[src/rtl/uart_rx.sv]
// UART receiver: 2-flop synchronized serial input, centre-sampled 8N1-style frames,
// one-cycle word_valid / frame_err pulses, no back-pressure.
module uart_rx #(
  parameter int NUM_BITS     = 8,
  parameter int CLKS_PER_BIT = 868
) (
  input  logic                clk,
  input  logic                rst_n,
  input  logic                rx_in,
  output logic [NUM_BITS-1:0] word_out,
  output logic                word_valid,
  output logic                frame_err,
  output logic                busy
);

  localparam int CNT_W = $clog2(CLKS_PER_BIT);
  localparam int IDX_W = $clog2(NUM_BITS + 1);
  localparam logic [CNT_W-1:0] CNT_FULL = CNT_W'(CLKS_PER_BIT - 1);
  localparam logic [CNT_W-1:0] CNT_HALF = CNT_W'(CLKS_PER_BIT / 2 - 1);
  localparam logic [IDX_W-1:0] IDX_LAST = IDX_W'(NUM_BITS - 1);

  typedef enum logic [1:0] {
    ST_IDLE  = 2'd0,
    ST_START = 2'd1,
    ST_DATA  = 2'd2,
    ST_STOP  = 2'd3
  } state_t;

  state_t              r_state;
  state_t              w_state_nxt;
  logic                r_sync1;
  logic                r_rx_s;
  logic                r_rx_d;
  logic [1:0]          r_flush;
  logic                r_armed;
  logic [CNT_W-1:0]    r_cnt;
  logic [IDX_W-1:0]    r_idx;
  logic [NUM_BITS-1:0] r_shift;
  logic [NUM_BITS-1:0] r_word;
  logic                r_valid;
  logic                r_ferr;
  logic                r_busy;
  logic                w_start;
  logic                w_cnt_clr;
  logic                w_idx_clr;
  logic                w_shift_en;
  logic                w_load;
  logic                w_ferr;

  // The synchronizer resets to 1, so a line held low through reset would look like a
  // fresh falling edge; r_armed blocks starts until a genuine high has been sampled.
  assign w_start = r_armed & r_rx_d & ~r_rx_s;

  // Input synchronizer, edge-detect delay and post-reset arming
  always_ff @(posedge clk or negedge rst_n) begin
    if (!rst_n) begin
      r_sync1 <= 1'b1;
      r_rx_s  <= 1'b1;
      r_rx_d  <= 1'b1;
      r_flush <= 2'b00;
      r_armed <= 1'b0;
    end else begin
      r_sync1 <= rx_in;
      r_rx_s  <= r_sync1;
      r_rx_d  <= r_rx_s;
      r_flush <= {r_flush[0], 1'b1};
      r_armed <= r_armed | (r_flush[1] & r_rx_s);
    end
  end

  // FSM state register
  always_ff @(posedge clk or negedge rst_n) begin
    if (!rst_n) begin
      r_state <= ST_IDLE;
    end else begin
      r_state <= w_state_nxt;
    end
  end

  // FSM next-state and datapath strobes
  always_comb begin
    w_state_nxt = r_state;
    w_cnt_clr   = 1'b0;
    w_idx_clr   = 1'b0;
    w_shift_en  = 1'b0;
    w_load      = 1'b0;
    w_ferr      = 1'b0;
    case (r_state)
      ST_IDLE: begin
        if (w_start) begin
          w_state_nxt = ST_START;
          w_cnt_clr   = 1'b1;
          w_idx_clr   = 1'b1;
        end else begin
          w_state_nxt = ST_IDLE;
        end
      end
      ST_START: begin
        if (r_cnt == CNT_HALF) begin
          w_cnt_clr = 1'b1;
          if (r_rx_s) begin
            w_state_nxt = ST_IDLE;
          end else begin
            w_state_nxt = ST_DATA;
          end
        end else begin
          w_state_nxt = ST_START;
        end
      end
      ST_DATA: begin
        if (r_cnt == CNT_FULL) begin
          w_cnt_clr  = 1'b1;
          w_shift_en = 1'b1;
          if (r_idx == IDX_LAST) begin
            w_state_nxt = ST_STOP;
          end else begin
            w_state_nxt = ST_DATA;
          end
        end else begin
          w_state_nxt = ST_DATA;
        end
      end
      ST_STOP: begin
        if (r_cnt == CNT_FULL) begin
          w_cnt_clr   = 1'b1;
          w_state_nxt = ST_IDLE;
          if (r_rx_s) begin
            w_load = 1'b1;
          end else begin
            w_ferr = 1'b1;
          end
        end else begin
          w_state_nxt = ST_STOP;
        end
      end
      default: begin
        w_state_nxt = ST_IDLE;
      end
    endcase
  end

  // Bit-period counter, bit index and LSB-first shift register
  always_ff @(posedge clk or negedge rst_n) begin
    if (!rst_n) begin
      r_cnt   <= {CNT_W{1'b0}};
      r_idx   <= {IDX_W{1'b0}};
      r_shift <= {NUM_BITS{1'b0}};
    end else begin
      if (w_cnt_clr) begin
        r_cnt <= {CNT_W{1'b0}};
      end else if (r_state != ST_IDLE) begin
        r_cnt <= r_cnt + CNT_W'(1);
      end else begin
        r_cnt <= r_cnt;
      end
      if (w_idx_clr) begin
        r_idx <= {IDX_W{1'b0}};
      end else if (w_shift_en) begin
        r_idx <= r_idx + IDX_W'(1);
      end else begin
        r_idx <= r_idx;
      end
      if (w_shift_en) begin
        r_shift <= {r_rx_s, r_shift[NUM_BITS-1:1]};
      end else begin
        r_shift <= r_shift;
      end
    end
  end

  // Registered outputs; the pulses last exactly one cycle because the strobes do
  always_ff @(posedge clk or negedge rst_n) begin
    if (!rst_n) begin
      r_word  <= {NUM_BITS{1'b0}};
      r_valid <= 1'b0;
      r_ferr  <= 1'b0;
      r_busy  <= 1'b0;
    end else begin
      r_word  <= w_load ? r_shift : r_word;
      r_valid <= w_load;
      r_ferr  <= w_ferr;
      r_busy  <= (w_state_nxt != ST_IDLE);
    end
  end

  assign word_out   = r_word;
  assign word_valid = r_valid;
  assign frame_err  = r_ferr;
  assign busy       = r_busy;

endmodule

[config.mk]
export PLATFORM = sky130hd
export DESIGN_NAME = uart_rx
export DESIGN_NICKNAME = d
export VERILOG_FILES = /design/src/rtl/uart_rx.sv
export SDC_FILE = /design/constraint.sdc
export NUM_CORES = 1
export LEC_CHECK = 0
export CAP_MARGIN = 20
export CORE_AREA = 10 10 70 72
export CTS_BUF_LIST = sky130_fd_sc_hd__clkbuf_8
export DETAILED_ROUTE_END_ITERATION = 12
export DIE_AREA = 0 0 80 82
export GPL_ROUTABILITY_DRIVEN = 1
export PLACE_DENSITY = 0.85
export RECOVER_POWER = 25
export SKIP_LAST_GASP = 1
export SYNTH_ARGS = -nofsm -noshare
export SYNTH_HDL_FRONTEND = slang
export SYNTH_SLANG_ARGS = --single-unit
[constraint.sdc]
create_clock -name clk -period 1.7 [get_ports clk]
set_input_delay 0.255 -clock clk [delete_from_list [all_inputs] [get_ports clk]]
set_output_delay 0.255 -clock clk [all_outputs]
set_load 0.02 [all_outputs]
# --- Word level (Yosys, flattened, before mapping) ---
# Index checks and enable logic that the tools add are counted.
word_totals:
  ff_bits: 41
  input_bits: 3
  output_inout_bits: 11
  wordCells: 55
classes:
  addsub: 2
  n_eq_ne: 6
  n_mux: 23
  bitwise_logic: 5
  n_reduce_logical: 6
ops:
  columns: ["operator", "n"]
  rows:
  - ["$mux W10", 2]
  - ["$mux W1", 13]
  - ["$add A10 B1 Y10 const B", 1]
  - ["$eq A10 B10 Y1 const B", 1]
  - ["$eq A10 B9 Y1 const B", 1]
  - ["$mux W2", 4]
  - ["$mux W4", 2]
  - ["$pmux W2 S4", 1]
  - ["$reduce_bool A2 Y1", 4]
  - ["$add A4 B1 Y4 const B", 1]
  - ["$eq A2 B2 Y1 const B", 2]
  - ["$eq A4 B3 Y1 const B", 1]
  - ["$and A1 B1 Y1", 3]
  - ["$pmux W1 S3", 1]
  - ["$eq A2 B1 Y1 const B", 1]
  - ["$logic_not A2 Y1", 1]
  - ["$reduce_or A2 Y1", 1]
  - ["$not A1 Y1", 1]
  - ["$or A1 B1 Y1", 1]

# --- Longest topological paths before layout ---
# Gate-level depths: netlist of run 1.
depth:
  depth_word: 5
  depth_mapped: 6
  mapped_depth_nobuf: 6

# --- Worst setup path after synthesis of run 1 ---
# OpenSTA, ideal clock, no wires.
synth_timing:
  path_type: "register to register"
  startpoint: "register r_cnt[0]"
  endpoint: "register r_shift[3]"
  setup_ns: 0.125
  t_arrival_ns: 1.467
  required_time_ns: 1.575
  setup_slack_ns: 0.108
  path_stages_with_launch: 6
  n_path_buf: 1
  period_less_slack_ns: 1.592
  path_cell_list: "dfrtp_1 ha_1 and2_1 nand4_2 buf_4 mux2_2"
synth_between:
  elab_chain_cells: 3
synth_lines:
  columns: ["item", "line", "text"]
  rows:
  - ["start: declaration", "36", "logic [CNT_W-1:0] r_cnt;"]
  - ["start signal: assignment", "145", "r_cnt <= {CNT_W{1'b0}};"]
  - ["start signal: assignment", "150", "r_cnt <= {CNT_W{1'b0}};"]
  - ["start signal: assignment", "152", "r_cnt <= r_cnt + CNT_W'(1);"]
  - ["$eq A10 B10 Y1", "111", "if (r_cnt == CNT_FULL) begin"]
  - ["$mux W1", "111", null]
  - ["$mux W1", "88", "case (r_state)"]
  - ["end signal: assignment", "147", "r_shift <= {NUM_BITS{1'b0}};"]
  - ["end signal: assignment", "164", "r_shift <= {r_rx_s, r_shift[NUM_BITS-1:1]};"]
  - ["end signal: assignment", "166", "r_shift <= r_shift;"]
  - ["end: declaration", "38", "logic [NUM_BITS-1:0] r_shift;"]
# No other way between the ends.
# A chain may end at the register's enable or synchronous reset.

# --- Final worst setup path of run 1 ---
layout_timing:
  startpoint: "register r_cnt[4]"
  endpoint: "register r_word[1] (netlist: word_out[1])"
layout_between:
  elab_chain_cells: 3
layout_lines:
  columns: ["item", "line", "text"]
  rows:
  - ["$eq A10 B10 Y1", "124", "if (r_cnt == CNT_FULL) begin"]
  - ["$mux W1", "124", null]
  - ["$mux W1", "88", null]
  - ["end signal: assignment", "174", "r_word <= {NUM_BITS{1'b0}};"]
  - ["end signal: assignment", "179", "r_word <= w_load ? r_shift : r_word;"]
  - ["end: declaration", "39", "logic [NUM_BITS-1:0] r_word;"]
# No other way between the ends.

==> results, run 1 <==
- The cell internal power dissipation is ~1.7 mW.
- The tree built by TritonCTS fans out to 41 sinks.
- The width of the die is around 80 um.
- Of the cells placed in the final design, the portion with a size suffix greater than 1 is 26.94%.
- Dividing the detail-routed wire length by the instance count gives 14.83 um.
- The final number of setup-violating endpoints is 0.
- The number of antenna-violating nets in the routed design is 0.
- The hold-fix buffer count after cts is 0.
- For the pin with the worst max-slew slack, the measured transition is 954.1 ps.
- The count of filler cells inserted in the layout is between 200 and 300.
- The first TritonRoute pass finished after 4 iterations.
- The biggest fanout along the worst timing path is 8.
- The post-placement worst setup slack is -7.418 ps.
- The residual DRC count is 0.
- The residual overflow from global routing is 0.
- Once routing completed, OpenROAD measured the worst setup slack at 63.33 ps.
- The overall fraction of global-route tracks in use is 12.15%.
- The setup path with the least slack is of type reg2reg.
- The cell count after synthesis came out at 159.
- The area fraction of the dominant cell type after synthesis is 51.46%.
- The number of nets in the synthesized netlist is between 150 and 200.
- The number of antenna violations at the first check in global routing is 0.
- The die is between 80 and 90 um tall.
- The tightest slew margin relative to the limit is between 30% and 40%.
- The number of synthesized flops with an enable pin is 0.
- The routed layout has 1342 vias.
- The shortest period the worst path allows is 1637 ps.
- The number of maximum-capacitance violations is 0.
- After the first detailed-routing iteration, the DRC count stood at 69.
- The clock transition at the registers of the reported paths is 70 ps.
- In this run, the combinational gates consume 19.6% of the power.
- The sequential fraction of design power is 48.9%.
- The cell sitting at the root of the clock tree is a sky130_fd_sc_hd__clkbuf_8.
- The pin count of the biggest net entering global routing is 42.
- The total count of max-transition violations in the final report was 0.
- Once placement finished, the instance area stood at 0.002118 sq mm.
- In the synthesized netlist, the cells that appear most often are sky130_fd_sc_hd__dfrtp_1, sky130_fd_sc_hd__mux2_2, sky130_fd_sc_hd__nand2_1.
- The path class of the lowest-slack min-delay path is in2async.
- The post-synthesis area per instance is 11.62 sq um.
- The post-synthesis register bit count is 41.
- Of the available clock period, the critical path in the final layout requires 96.27%.
- After floorplanning, the core was divided into 22 placement rows.
- The number of hold violations in the final report is 0.
- Clock latency on the worst-skew pair, taken at its later pin, is about 290 ps.
- Yosys mapped the design onto 45 distinct sky130hd cell types.
- Based on the critical path, the design can be clocked at up to 0.6110 GHz.
- The worst-case IR drop observed on VDD is 810.8 uV.
- Setup repair after global routing left no endpoint under its margin.
- The yosys synthesis warning count is 0.
- The endpoint arrival time on the critical path is 1800 ps.
- The cell leakage power is just over 1 nW.
- The synthesized cell area is 0.001848 sq mm.
- Dividing total power by cell area gives a power density of between 1000 and 1500 mW/mm^2.
- Global routing consumed, on the met3 layer, 4.039% of the routing resources.
- The repair_antennas step left the layout with diodes totalling 0.
- The number of top-level pins is 14.
- Of the total power, the share spent switching nets is 26.95%.
- The cell with the most instances after synthesis is sky130_fd_sc_hd__dfrtp_1.
- At the end of routability-driven placement, the weighted congestion stood at approximately 0.90.
- The critical path data required time is around 1900 ps.
- The clock skew after layout is 9.694 ps.
- The H-tree was split into 2 levels.
- For this run, the register share of the synthesized area comes to 55.72%.
- The run finished with clean final reports.
- The routed design has approximately 3600 um of wire.
- The clock tree from TritonCTS is built.
- The cell accounting for the most synthesized area is sky130_fd_sc_hd__dfrtp_1.
- No sink is reached through more buffers than the 2 on the longest clock path.
- The final instance area is ~0.0022 sq mm.
- The layer flagged by global routing as most heavily used is met2.
- The number of nets in the finished design is 198.
- The area occupied by multi-input gates is 772.0 sq um.
- The estimated wirelength of the detail-placed design is roughly 2700 um.
- STA classifies the critical path startpoint as a register.
- In the global route stage, met1 resource usage came out at 12.83%.
- In the routed layout, each cell is associated on average with a via count of 5.568.
- The net switching power is ~0.63 mW.
- Registers take 0.001031 sq mm.
- Ranked by total cell area, the synthesized netlist is headed by sky130_fd_sc_hd__dfrtp_1, sky130_fd_sc_hd__mux2_2, sky130_fd_sc_hd__dfstp_2, sky130_fd_sc_hd__o21ai_0, sky130_fd_sc_hd__nand2_1.
- Compared with the post-synthesis result, the final layout area differs by 21.60%.
- For this configuration, the core starts out at a cell density of around half.
- The prevailing post-synth register cell is sky130_fd_sc_hd__dfrtp_1.
- Port buffering added 13 buffers.
- The first-pass GRT wire length is 6258 um.
- The share of synthesized registers carrying an async set or reset is 100.0%.
- The area inside the core boundary is 0.003578 sq mm.
- The overall die area is 0.006560 sq mm.
- The met2 capacity usage during global routing is 21.67%.
- The worst setup path is captured at a register.
- The via count of the first global-routing pass was roughly 1400.
- TritonCTS created 5 clock buffers.
- The fraction of power consumed by the clock network is 31.4%.
-- state kept, by name, summed over array words and instances (netlist names) --
| name | flops |
|---|---|
| word_valid | 1 |
| r_flush | 2 |
| r_rx_s | 1 |
| r_idx | 4 |
| r_rx_d | 1 |
| r_shift | 8 |
| busy | 1 |
| r_state | 2 |
| r_sync1 | 1 |
| frame_err | 1 |
| r_armed | 1 |
| word_out | 8 |
| r_cnt | 10 |
-- per-layer routing --
| layer | vias to the layer above | routed length [um] |
|---|---|---|
| met5 | - | 0 |
| met3 | 6 | 195 |
| met4 | 0 | 36 |
| met2 | 30 | 1881 |
| li1 | 642 | - |
| met1 | 664 | 1459 |
-- worst paths after layout --
path,from,to,slack (ps),cells past startpoint
min,rst_n,word_out[4],190,2
max reg2reg,r_cnt[4],word_out[1],60,4
min reg2reg,r_flush[0],r_flush[1],350,0
max in group asynchronous,rst_n,r_cnt[9],860,2
max,r_cnt[4],word_out[1],60,4
min in group clk,r_flush[0],r_flush[1],350,0
-- through the flow --
step	utilization [%]	TNS [ps]	hold WS (ps)	std cells	total power, mW
6_report	62.80	0	192.2	241	2.353
5_1_grt	62.80	0	274.6	241	2.495
4_1_cts	62.27	0	21.41	239	2.354
2_1_floorplan	-	0	-40.59	159	1.424
3_3_place_gp	59.20	0	328.5	231	1.580
3_5_place_dp	59.20	-13.20	337.7	231	1.606
-- area by class of cell --
cell class | instances | share of cell area, %
flip-flops and latches | 41 | 45.88
multi-input cells | 107 | 34.35
repair buffers | 30 | 11.14
clock buffers | 5 | 3.062
well taps | 48 | 2.673
clock inverters | 3 | 1.726
inverters | 7 | 1.169
-- cells by family after synthesis --
family,after synthesis,synth area share [%]
simple gates,55,18.35
xor+xnor,3,1.422
other cells,1,0.2029
fa+ha+maj,3,2.031
mux,16,9.682
compound gates,29,9.682
buf+inv,11,2.911
flops,41,55.72
-- worst max-delay path, cell delays in order, from the launching register on --
cell	delay, ps
sky130_fd_sc_hd__dfrtp_1	430
sky130_fd_sc_hd__and4bb_2	350
sky130_fd_sc_hd__and3_4	210
sky130_fd_sc_hd__nand4_4	190
sky130_fd_sc_hd__mux2_2	330
-- placed cells by master (no fill, tap or decap), drive strengths merged, types with 5 or more instances in the layout --
cell type      synthesis  final
dfrtp                 38     38
buf                    3     17
mux2                  15     15
nand2                 12     12
clkdlybuf4s50          0     12
o21ai                  9      9
inv                    7      8
a21oi                  8      8
nor2                   8      8
nor3                   7      7
clkbuf                 1      6
o22ai                  5      5
-- power by group through the flow --
stage,registers (mW),clock network [mW],logic (mW)
5_1_grt,1.16,0.812,0.523
3_3_place_gp,1.17,0,0.414
6_report,1.15,0.740,0.462
4_1_cts,1.16,0.761,0.437
2_1_floorplan,1.17,0,0.250
3_5_place_dp,1.17,0,0.434
-- repair_timing --
item,4_1_cts,5_1_grt
endpoints found under the setup margin,7,23
gates resized for setup,1,2
buffers inserted,0,2
Note: power is estimated with default switching activity, not from simulation.
==> run 2: changes to the inputs <==
--- a/config.mk
+++ b/config.mk
@@ -6,12 +6,12 @@
 export NUM_CORES = 1
 export LEC_CHECK = 0
 export CAP_MARGIN = 20
-export CORE_AREA = 10 10 70 72
+export CORE_AREA = 10 10 67 69
 export CTS_BUF_LIST = sky130_fd_sc_hd__clkbuf_8
 export DETAILED_ROUTE_END_ITERATION = 12
-export DIE_AREA = 0 0 80 82
+export DIE_AREA = 0 0 77 79
 export GPL_ROUTABILITY_DRIVEN = 1
-export PLACE_DENSITY = 0.85
+export PLACE_DENSITY = 0.89
 export RECOVER_POWER = 25
 export SKIP_LAST_GASP = 1
 export SYNTH_ARGS = -nofsm -noshare
==> constraint.sdc (replaced) <==
create_clock -name clk -period 1.6 [get_ports clk]
set_input_delay 0.24 -clock clk [delete_from_list [all_inputs] [get_ports clk]]
set_output_delay 0.24 -clock clk [all_outputs]
set_load 0.02 [all_outputs]
==> run 2 against run 1 <==
  * Critical path depth up 3
  * Largest cell class unchanged
  * Clock power grew 36%
  * Register-to-register slack worse by 120 ps
  * Critical endpoint is now r_cnt[8]
  * Worst hold slack gained 170 ps
  * The run now ends with negative setup slack left
  * Total power up 20%
  * Critical path type unchanged
==> results, run 2 (synthesis gave the netlist of run 1 again) <==
- The run finished, with violations left.
- The checks that failed: negative setup slack.
- Cells fill 75.49% of the core in the end.
- Of the cells placed in the final design, the portion with a size suffix greater than 1 is 34.83%.
- Setup repair after global routing could not meet its margin everywhere.
- The routed design has 4788 um of wire.
- For the pin with the worst max-slew slack, the measured transition is ~1100 ps.
- The critical path data required time is between 1500 and 2000 ps.
- The share of the clock period used by the worst path is 103.8%.
- The detailed router's first-iteration violation count is 104.
- The via count of the first global-routing pass came to approximately 1500.
- The number of antenna diodes in the final layout is 0.
- The smallest clock period supported by the final layout is computed as 1660 ps.
- The clock tree from TritonCTS is built.
- The number of sinks driven by the clock tree is 41.
- Leaving out fill and tap cells, the most frequent cell in the layout is sky130_fd_sc_hd__dfrtp_1.
- The width of the die is between 70 and 80 um.
- The number of antenna-violating nets in the routed design is 0.
- The number of optimization iterations in the first detailed-route pass is 5.
- The chip height is 79 um.
- For the worst setup path, the data arrival time is 1870 ps.
- The overall fraction of global-route tracks in use is 15.30%.
- The estimated wirelength of the detail-placed design is approximately 3200 um.
- Port buffering added 13 buffers.
- The initial utilization of the core area, before any placement, comes to 57.18%.
- The setup check on the worst reg-to-reg path leaves a slack of -60 ps.
- Clock-pin slew was measured on the worst setup and hold paths at 80 ps.
- The cell count of the worst reg-to-reg path is 7.
- The total count of max-transition violations in the final report was 0.
- The area added between synthesis and finish is 32.02%.
- In the post-route analysis, the smallest setup slack over all paths is -60.08 ps.
- The average detailed-routed wire length per instance is 19.38 um.
- The number of buffers between clock root and the deepest sink is 2.
- The top register by number of flip-flops is r_cnt.
- The endpoint kind of the worst setup timing path is a register.
- The number of nets in the finished design is 206.
- In this run the clock root is driven by a sky130_fd_sc_hd__clkbuf_8.
- The cell with the most instances on the worst path is sky130_fd_sc_hd__buf_4.
- In the layout the commonest cells are sky130_fd_sc_hd__dfrtp_1, sky130_fd_sc_hd__buf_4, sky130_fd_sc_hd__mux2_2.
- For the worst-skew pair, the clock arrives at the later sink with an insertion delay of around 300 ps.
- For this run, the top clock speed supported by timing is around 0.6 GHz.
- The critical path is of the reg2reg type.
- The number of hold violations in the final report was 0.
- Headroom to the max-slew limit came out at a little over a quarter.
- Setup violations remaining at the end of the flow were counted as 11.
- The floorplan has 21 rows.
- The path class of the tightest hold or removal check is reg2reg.
- The number of instances on the worst hold path is 0.
- The pin count of the biggest net entering global routing is 25.
- On the worst path, the slowest cell contributes a delay of 400 ps.
- The detailed-route via count is 1438.
- The number of maximum-capacitance violations is 0.
- In this run, CTS created clock tree buffers numbering 5.
- The residual DRC count is 0.
- The H-tree generated during clock tree synthesis spans 2 levels.
- The number of top-level pins is 14.
- The slowest stage cell on the critical path is sky130_fd_sc_hd__dfrtp_1.
- The clock arrives with 6.769 ps of skew.
- The flip-flop count of the largest register after layout is 10.
- The first-pass GRT wire length is 7403 um.
- The number of antenna violations at the first check in global routing is 0.
- Across the VDD grid, the largest voltage drop is ~760 uV.
- The area inside the core boundary is 0.003232 sq mm.
- The final weighted congestion in routability-driven placement is 0.8825.
- The areal power density over the cells is 1155 mW/mm^2.
- The critical path goes through nor3b_4 -> buf_4 -> buf_4 -> a311oi_4 -> buf_4 -> o22ai_1 -> o21ai_0.
- Global routing finished with a remaining overflow of 0.
- The die covers 0.006083 sq mm.
- Of all nets on the critical path, the largest fanout is 5.
- The post-placement worst setup slack is -91.25 ps.
- The detailed-route vias per instance is 5.822.
- Summed over all cells, the static leakage comes to roughly 1.1 nW.
- The element type at the critical path start is a register.
==> run 2: changes by cell type in the layout (fill, tap and decap cells not counted), sizes merged <==
| cell | delta |
|---|---|
| buf | +7 |
| dlygate4sd3 | +2 |
| clkinv | -1 |
| bufinv | +1 |
| clkdlybuf4s50 | -1 |
==> run 2: final timing paths <==
check,startpoint,to
worst min-delay path,r_sync1,r_rx_s
worst max-delay path,r_cnt[8],r_cnt[8]
worst max register to register,r_cnt[8],r_cnt[8]
max in group asynchronous,rst_n,r_rx_s
min in group asynchronous,rst_n,word_out[0]
worst min register to register,r_sync1,r_rx_s
==> run 2: area by class of cell <==
type / count / area (sq um)
clock buffers: 5 / 68.82
clock inverters: 3 / 68.82
fillers: 212 / 792.0
inverters: 7 / 26.28
multi-input cells: 107 / 847.1
flip-flops and latches: 41 / 1032
well taps: 46 / 57.56
repair buffers: 38 / 339.1
==> run 2: power breakdown <==
part           switching, mW  internal [mW]
combinational          0.308          0.283
sequential            0.0859           1.13
clock                  0.381          0.628
==> run 2: layer usage <==
layer | up-vias | track usage [%] | part of all wire [%]
met2 | 57 | 29.85 | 56
met4 | 0 | 6.934 | 3.5
met3 | 18 | 4.279 | 6.1
met5 | - | 0 | 0
li1 | 654 | - | -
met1 | 709 | 14.58 | 35
==> run 2: metrics by stage <==
stage	total power, mW	cells	hold slack [ps]	area, sq um	TNS [ps]
finish	2.818	247	359.4	2440	-383.4
global route	2.930	247	363.2	2440	-985.1
CTS	2.751	245	348.8	2359	-66.15
detailed placement	1.735	235	207.2	2186	-516.4
global placement	1.704	235	195.3	2186	-10.52
floorplan	1.513	159	-55.59	1848	0
==> run 2: timing repair <==
item / CTS / global route
endpoints found under the hold margin: 17 / 0
gates resized for setup: 5 / 21
hold buffers: 1 / 0
setup endpoints to repair: 23 / 28
setup buffers: 1 / 3
pin swaps: 2 / 7
==> run 2: critical path, delay by kind of cell, from the launching register on <==
family | cells | cell delay [ps]
simple gates | 1 | 160
compound gates | 3 | 530
flops | 1 | 400
buf+inv | 3 | 500
